File: src/rtl/regbus_sequencer.sv
// Single-source, multi-destination transfer sequencer for the shared 8-bit dbus.
// Drives one source at a time, pulses destination load triggers, then releases the bus.
module regbus_sequencer #(
    parameter int SETTLE_CYCLES = 1,
    parameter int TURN_CYCLES   = 1
) (
    input  logic       clkBar,
    input  logic       resetBar,
    input  logic       cmdValid,
    output logic       cmdReady,
    input  logic [1:0] cmdSrc,
    input  logic [3:0] cmdDst,
    input  logic [7:0] cmdImm,
    output logic       assertBarA,
    output logic       assertBarX,
    output logic       assertBarALU,
    output logic       immDriveBar,
    output logic [7:0] immData,
    output logic       triggerA,
    output logic       triggerB,
    output logic       triggerX,
    output logic       triggerQ,
    output logic       done,
    output logic [7:0] xferCount
);

    typedef enum logic [1:0] {
        IDLE    = 2'd0,
        DRIVE   = 2'd1,
        LATCH   = 2'd2,
        RELEASE = 2'd3
    } state_t;

    localparam logic [1:0] SRC_A   = 2'd0;
    localparam logic [1:0] SRC_X   = 2'd1;
    localparam logic [1:0] SRC_IMM = 2'd2;
    localparam logic [1:0] SRC_ALU = 2'd3;

    // Counters are loaded with N-1 so that a value of zero marks the final cycle of a phase.
    localparam logic [3:0] SETTLE_LOAD = 4'(SETTLE_CYCLES - 1);
    localparam logic [3:0] TURN_LOAD   = 4'(TURN_CYCLES - 1);
    localparam logic       TURN_SINGLE = (TURN_CYCLES == 1);

    state_t     state_r;
    logic [3:0] phaseCnt_r;
    logic [1:0] src_r;
    logic [3:0] dst_r;

    // Active-low enable pattern {A, X, IMM, ALU}; at most one bit is ever low.
    function automatic logic [3:0] srcEnables(input logic [1:0] src);
        logic [3:0] en;
        case (src)
            SRC_A:   en = 4'b0111;
            SRC_X:   en = 4'b1011;
            SRC_IMM: en = 4'b1101;
            SRC_ALU: en = 4'b1110;
            default: en = 4'b1111;
        endcase
        return en;
    endfunction

    // Transfer sequencer: state, phase counter and all registered outputs.
    always_ff @(posedge clkBar or negedge resetBar) begin
        if (!resetBar) begin
            state_r    <= IDLE;
            phaseCnt_r <= 4'd0;
            src_r      <= 2'd0;
            dst_r      <= 4'd0;
            cmdReady   <= 1'b0;
            immData    <= 8'd0;
            done       <= 1'b0;
            xferCount  <= 8'd0;
            {assertBarA, assertBarX, immDriveBar, assertBarALU} <= 4'b1111;
            {triggerQ, triggerX, triggerB, triggerA}            <= 4'b0000;
        end else begin
            done <= 1'b0;
            case (state_r)
                IDLE: begin
                    if (cmdValid && cmdReady) begin
                        cmdReady <= 1'b0;
                        src_r    <= cmdSrc;
                        dst_r    <= cmdDst;
                        if (cmdSrc == SRC_IMM) begin
                            immData <= cmdImm;
                        end
                        if (cmdDst != 4'd0) begin
                            state_r    <= DRIVE;
                            phaseCnt_r <= SETTLE_LOAD;
                            {assertBarA, assertBarX, immDriveBar, assertBarALU} <= srcEnables(cmdSrc);
                        end else begin
                            // Empty destination mask: skip straight to the turnaround gap.
                            state_r    <= RELEASE;
                            phaseCnt_r <= TURN_LOAD;
                            done       <= TURN_SINGLE;
                            xferCount  <= xferCount + (TURN_SINGLE ? 8'd1 : 8'd0);
                        end
                    end else begin
                        cmdReady <= 1'b1;
                    end
                end
                DRIVE: begin
                    if (phaseCnt_r == 4'd0) begin
                        state_r <= LATCH;
                        {triggerQ, triggerX, triggerB, triggerA} <= dst_r;
                    end else begin
                        phaseCnt_r <= phaseCnt_r - 4'd1;
                    end
                end
                LATCH: begin
                    state_r    <= RELEASE;
                    phaseCnt_r <= TURN_LOAD;
                    done       <= TURN_SINGLE;
                    xferCount  <= xferCount + (TURN_SINGLE ? 8'd1 : 8'd0);
                    {assertBarA, assertBarX, immDriveBar, assertBarALU} <= 4'b1111;
                    {triggerQ, triggerX, triggerB, triggerA}            <= 4'b0000;
                end
                RELEASE: begin
                    if (phaseCnt_r == 4'd0) begin
                        state_r  <= IDLE;
                        cmdReady <= 1'b1;
                    end else begin
                        phaseCnt_r <= phaseCnt_r - 4'd1;
                        if (phaseCnt_r == 4'd1) begin
                            done      <= 1'b1;
                            xferCount <= xferCount + 8'd1;
                        end
                    end
                end
                default: begin
                    state_r  <= IDLE;
                    cmdReady <= 1'b0;
                    {assertBarA, assertBarX, immDriveBar, assertBarALU} <= 4'b1111;
                    {triggerQ, triggerX, triggerB, triggerA}            <= 4'b0000;
                end
            endcase
        end
    end

endmodule
File: config.mk
export PLATFORM = sky130hd
export DESIGN_NAME = regbus_sequencer
export DESIGN_NICKNAME = d
export VERILOG_FILES = /design/src/rtl/regbus_sequencer.sv
export SDC_FILE = /design/constraint.sdc
export NUM_CORES = 1
export LEC_CHECK = 0
export CAP_MARGIN = 40
export CORE_UTILIZATION = 35
export CTS_BUF_LIST = sky130_fd_sc_hd__clkbuf_2
export DETAILED_ROUTE_END_ITERATION = 8
export PLACE_DENSITY = 0.72
export SLEW_MARGIN = 10
export SYNTH_ARGS = -nofsm -noshare
export SYNTH_HDL_FRONTEND = slang
export SYNTH_SLANG_ARGS = --single-unit
File: constraint.sdc
create_clock -name clkBar -period 3.9 [get_ports clkBar]
set_input_delay 0.585 -clock clkBar [delete_from_list [all_inputs] [get_ports clkBar]]
set_output_delay 0.585 -clock clkBar [all_outputs]
set_load 0.01 [all_outputs]
Word level (Yosys, flattened, before mapping) --
Cells that the tools add are included.
Cells by class: $add $sub $neg 2, eq/ne operators 15, muxes and demuxes 42, reductions and logical operators 18
Operator list (number):
- $mux W8 | 4
- $pmux W8 S3 | 1
- $mux W1 | 18
- $pmux W1 S2 | 9
- $ne A2 B2 Y1 const B | 8
- $pmux W4 S4 | 1
- $pmux W4 S3 | 1
- $reduce_and A3 Y1 | 3
- $add A8 B1 Y8 const B | 1
- $eq A2 B2 Y1 const B | 4
- $mux W2 | 4
- $mux W4 | 2
- $pmux W2 S4 | 1
- $reduce_and A2 Y1 | 4
- $reduce_bool A2 Y1 | 3
- $reduce_and A5 Y1 | 1
- $eq A2 B1 Y1 const B | 2
- $eq A4 B1 Y1 const B | 1
- $logic_not A2 Y1 | 2
- $logic_not A4 Y1 | 1
- $reduce_bool A4 Y1 | 1
- $sub A4 B1 Y4 const B | 1
- $pmux W1 S3 | 1
- $reduce_bool A3 Y1 | 1
- 2 further kinds | 2
Word-level totals: register bits 36, input bits 17, output and inout bits 26

Logic depth before layout (Yosys ltp) --
word-level depth 5, mapped depth 7, mapped depth without buffers 6

Worst setup path after synthesis --
Ideal clock, no wire load.
path type reg2reg, from register state_r[0], to register immData[0], setup time 0.125 ns, arrival 1.638 ns, data required time 3.775 ns, slack 2.137 ns, cell stages (with the launch flop) 8, path buffers 1, clock period less this slack 1.763 ns, cells stage by stage dfrtp_1 > inv_1 > ha_1 > buf_2 > and3_1 > nand2_1 > nor2_2 > mux2_2
On the way: longest elaborated chain between the ends 2
Ends and longest elaborated chain:
- from (decl) | RTL line 44 | state_t state_r;
- from (signal assigned) | RTL line 65 | state_r <= IDLE;
- from (signal assigned) | RTL line 87 | state_r <= DRIVE;
- from (signal assigned) | RTL line 92 | state_r <= RELEASE;
- $logic_not A2 Y1 | RTL line 77 | case (state_r)
- $reduce_and A3 Y1 (no line)
- to (signal assigned) | RTL line 84 | immData <= cmdImm;
- to (decl) | RTL line 18 | output logic [7:0] immData,
Every way passes these cells. A chain may end at the register's enable or synchronous reset.

Worst setup path in the final report --
from register assertBarALU, to output port assertBarALU
RTL lines:
- from (decl) | RTL line 16 | output logic assertBarALU,
- from (signal assigned) | RTL line 89 | {assertBarA, assertBarX, immDriveBar, assertBarALU} <= srcEnables(cmdSrc);
No word-level cell between the ends.

==> run_results.csv <==
group,metric,value,unit
outcome,outcome,"finished with violations",
outcome,violations,"design-rule violations",
place,dp_cells,258,
timing,tightestPinTransition,455,ps
logic_synthesis,ys_async_sr_fraction,1.00,
logic_synthesis,synth_cells,150,
critical_path,critPathCapture,"assertBarALU",
logic_synthesis,muxShareOfSynthArea,0.0908,
cts,clock-sinks,36,
final_layout,multi_input_area,774,µm²
floorplan,dieArea,5210,µm²
logic_synthesis,synth_edf_count,0,
critical_path,max_stage_delay,580,ps
cts,post_cts_resize_count,0,
floorplan,start_util,0.365,
logic_synthesis,synth.avg_cell_area,11.5,µm²
critical_path,critPathBufInv,1,
logic_synthesis,synthAdderAreaFrac,0.0508,
cts,clkLatencyLatePin,390,ps
logic_synthesis,yosysTopAreaCell,"dfrtp_1",
final_layout,fin_nets,222,
timing,hold_viol_final,0,
power,combinationalPowerShare,0.487,
final_layout,fill_cells,444,
final_layout,fin_util,0.485,
logic_synthesis,synth_top_family_by_area,"simple AND/OR/NAND/NOR gates",
route,wl,3400,µm
timing,rsz0062_at_grt,"no",
grt,grt_pass1_wl,5660,µm
logic_synthesis,ys_ff_latch,36,
logic_synthesis,synth_ff_type,"dfrtp_1",
timing,max_freq,479,MHz
logic_synthesis,post_synth_and_or_nand_nor_area_fraction,0.145,
timing,slew_viol_final,0,
route,ant_nets,0,
grt,antenna_found_initial,0,
floorplan,rows,25,
final_layout,layout_commonest_cell,"clkdlybuf4s50_1",
timing,setup_viol,0,
logic_synthesis,synth-compound-area-share,0.128,
final_layout,final_cell_mix,"42 x clkdlybuf4s50_1, 32 x dfrtp_1, 14 x nor2_1",
cts,tritoncts,"yes",
logic_synthesis,syn_area,1720,µm²
route,drc,2,
job,drv_cap,0,
logic_synthesis,synth_top_area_frac,0.465,
power,total_power,0.00174,W
final_layout,num_antenna_cells,0,
critical_path,path_class,"reg2out",
cts,cts_setup_buffers,0,
cts,cts_max_level,2,
timing,timing.final.crit_share,0.536,
power,power.density,759,nW/µm²
critical_path,cp.depth,1,
timing,skew,14.8,ps
place,hpwl,2470,µm
final_layout,area.growth.synth_to_final,32.8,%
route,routed-via-count,1262,
cts,cts_buffers,5,
logic_synthesis,syn-num-nets,174,
floorplan,dieHeight,72.2,µm
grt,grt_max_degree,37,
logic_synthesis,synth_xor_xnor_area_share,0.0356,
final_layout,ff_latch_area,906,µm²
grt,grt_pass1_vias,1209,
place,place.port_buffers,42,
floorplan,core_area,4720,µm²
final_layout,drive_above_1_share,0.166,
critical_path,critPathMaxFanout,2,
logic_synthesis,yosys-top-cells-area,"dfrtp_1 46%, mux2_2 8.5%, dfstp_2 6.1%",
critical_path,crit_chain,"clkdlybuf4s50_1",
critical_path,required,3310,ps
critical_path,startpoint,"assertBarALU$_DFFE_PN1P_",
grt,grt.total_usage,0.143,
power,seq_power_share,0.380,
hold_path,hp-class,"reg2reg",
cts,cts_root_buf,"clkbuf_2",
critical_path,crit_path_start_kind,"register",
route,firstDrtPassIters,8,
grt,grt-ovfl-total,0,
logic_synthesis,yosys_warnings,0,
critical_path,cp_slowest_cell,"dfstp_2",
critical_path,crit_family,"flip-flops",
timing,tns,0,ps
cts,clkTransAtPathRegs,200,ps
logic_synthesis,seq_area_frac_synth,0.526,
route,wl_per_cell,12.8,µm
timing,fin_crit,2090,ps
critical_path,reg2reg_slack,1850,ps
floorplan,die_w,72.2,µm
timing,relSlewSlack,0.694,
floorplan,ios,43,
critical_path,end_kind,"primary output",
cts,clockBufferDepth,2,
critical_path,r2r-start,"state_r[0]$_DFFE_PN0P_",
power,switching_share,0.374,
route,vias_per_cell,4.74,
power,vdd_drop_max,0.224,mV
route,drt_iter0_markers,82,
power,p_int,0.00109,W
critical_path,r2r_cells,6,
power,p_sw,0.000649,W
cts,postCtsHoldBufs,0,
critical_path,r2r-end,"immData[7]$_DFFE_PN0P_",
power,p_clk_frac,0.133,
critical_path,cp.arrival,1500,ps
logic_synthesis,synth_cell_types,41,
place,gp_congestion,0.762,
power,power.leakage,0.970,nW
final_layout,stdcell_count,266,
==> synth_stat cells (all sizes together), types with 2 or more instances <==
cell	instances
a21oi	3
a22oi	4
a31oi	2
dfrtp	32
dfstp	4
ha	7
inv	9
mux2	13
nand2	11
nand3	2
nand4	2
nor2	16
nor3	4
nor3b	2
nor4	2
o21ai	12
xor2	6
==> logic make-up (layout without fill, tap and decap cells) <==
logic type                 count (synthesis)  after routing
AOI/OAI and AO/OA                         29             29
xor gates and xnor gates                   7              7
adders and majority gates                  7              7
buffers and inverters                     11             60
DFF                                       36             36
muxes                                     14             14
and+or+nand+nor                           46             46
==> power groups by stage <==
stage	Sequential [W]	Combinational [W]	Clock (W)
2_1_floorplan	0.000703	0.000463	0
3_3_place_gp	0.000662	0.000835	0
3_5_place_dp	0.000670	0.000854	0
4_1_cts	0.000662	0.000858	0.000239
5_1_grt	0.000684	0.000942	0.000251
6_report	0.000660	0.000846	0.000230
==> worst min-delay path by stage <==
stage,from,end,slack (ps),cells past startpoint
floorplan,resetBar,cmdReady$_DFFE_PN0P_,290,0
CTS,xferCount[7]$_DFFE_PN0P_,xferCount[7]$_DFFE_PN0P_,500,1
detailed placement,xferCount[7]$_DFFE_PN0P_,xferCount[7]$_DFFE_PN0P_,480,1
finish,xferCount[7]$_DFFE_PN0P_,xferCount[7]$_DFFE_PN0P_,490,1
global route,xferCount[7]$_DFFE_PN0P_,xferCount[7]$_DFFE_PN0P_,520,1
global placement,xferCount[7]$_DFFE_PN0P_,xferCount[7]$_DFFE_PN0P_,460,1
==> cell type report <==
class                           instances  area share
Clock inverter                          3      0.0164
Multi-Input combinational cell        103       0.338
Clock buffer                            5      0.0109
Sequential cell                        36       0.396
Timing Repair Buffer                   43       0.187
Inverter                                9      0.0148
Tap cell                               67      0.0366
==> sequential cells by signal (all words and copies together) (netlist names) <==
name          cells
triggerB          1
state_r           2
assertBarALU      1
triggerX          1
phaseCnt_r        4
done              1
immDriveBar       1
assertBarA        1
triggerA          1
triggerQ          1
assertBarX        1
dst_r             4
immData           8
cmdReady          1
xferCount         8
==> routing by layer <==
| metal | vias up | wire length [µm] | global-route usage |
|---|---|---|---|
| met4 | 0 | 16 | 0.0523 |
| met5 | - | 0 | 0 |
| met2 | 33 | 1640 | 0.228 |
| li1 | 624 | - | - |
| met3 | 2 | 156 | 0.0403 |
| met1 | 603 | 1590 | 0.185 |
==> through the flow <==
stage	hold slack (ps)	area (µm²)	setup slack, ps
6_report	492	2290	1810
3_5_place_dp	476	2230	1610
5_1_grt	524	2290	1670
2_1_floorplan	289	1720	2140
4_1_cts	502	2290	1790
3_3_place_gp	457	2230	1640
(Power assumes the default switching activity.)
==> RTL change, RTL diff (same settings) <==
Re-encode `state_t` (4 states) as Gray code, 2 bits wide.
--- a/src/rtl/regbus_sequencer.sv
+++ b/src/rtl/regbus_sequencer.sv
@@ -25,10 +25,10 @@
 );
 
     typedef enum logic [1:0] {
-        IDLE    = 2'd0,
-        DRIVE   = 2'd1,
-        LATCH   = 2'd2,
-        RELEASE = 2'd3
+        IDLE    = 2'b00,
+        DRIVE   = 2'b01,
+        LATCH   = 2'b11,
+        RELEASE = 2'b10
     } state_t;
 
     localparam logic [1:0] SRC_A   = 2'd0;
Function: no difference found for any inputs over 4 cycles, from zero or initial values and one cycle with resetBar low; so few cycles prove little.
==> RTL change against the unedited design <==
Non-clock buffer count stayed put; sequential cell count stayed put; hold slack better by 0.0058 ns; power is 2.7% lower; largest power group unchanged; routed wire length is 0.68% lower; largest cell class unchanged; worst setup slack worse by 0.33 ns; area after synthesis is 0.94% lower; global-route usage hardly changed; design area is 1.7% lower.
==> RTL change: results (changes against the unedited design) <==
stage,metric,value,unit,change
place,GPL Wtd Cong,0.7552,,-0.93%
critical_path,critical path class,reg2reg,,
place,Post-Place Cells,234,,-9.3%
cells_and_area,fillers,439,,-1.1%
sta,clk_skew,0.01550,ns,+0.0006772 ns
global_routing,met1 usage,0.1802,,-0.004806
critical_path,FF-to-FF End,xferCount[1],,
synth,mux cell area share after synthesis,0.1041,,+0.01333
sta,Min Hold Slack,0.4980,ns,+0.005773 ns
pwr,Lkg Pwr,0.9575,nW,-1.3%
critical_path,"slowest stage delay, CP",0.61,ns,+0.03 ns
cells_and_area,multi-input gates,95,,-7.8%
cells_and_area,nets@finish,211,,-5.0%
global_routing,first-pass GRT wire length,5.568,mm,-1.6%
global_routing,met3 GRT Util,0.03657,,-0.003710
sta,Tmin final,2.418,ns,+0.3283 ns
drt,ratio of routed vias to standard cells,5.269,,+11%
place,placed inst area,0.002187,mm²,-1.7%
cells_and_area,Final clock-cell share,0.02781,,+0.0004712
status,status,"complete, no violations",,
synth,area share of fa/ha/maj cells after synthesis,0.05132,,+0.0004845
drt,Detailed Routing Iterations Pass 1,4,,-4
cells_and_area,"Inverters, non-clock",6,,-3
critical_path,Critical path origin,phaseCnt_r[0],,
global_routing,number of global-route vias before repair,1195,,-1.2%
synth,XOR/XNOR share of the synthesized area,0.03592,,+0.0003391
## RTL change: worst reg2reg max path: cells and delay by family (launching register included)
| kind | cells | cell delay, ns |
|---|---|---|
| and+or+nand+nor | 1 | 0.59 |
| DFF | 1 | 0.44 |
| buffers and inverters | 1 | 0.06 |
| AOI/OAI and AO/OA | 1 | 0.61 |
| muxes | 1 | 0.37 |
| adders and majority gates | 1 | 0.25 |
## RTL change: cell families (layout without fill, tap and decap cells)
| kind of cell | Yosys count | after routing |
|---|---|---|
| AO/OA/AOI/OAI | 33 | 33 |
| XOR/XNOR | 7 | 7 |
| adder cells (fa/ha/maj) | 7 | 7 |
| buffers and inverters | 10 | 57 |
| flip-flops | 36 | 36 |
| multiplexers | 16 | 16 |
| AND/OR/NAND/NOR | 32 | 32 |
## RTL change: report_power, final
group          switching [W]  leakage (nW)  internal, W
Combinational       0.000360         0.474     0.000447
Sequential          0.000110         0.446     0.000539
Clock               0.000128        0.0380     0.000105
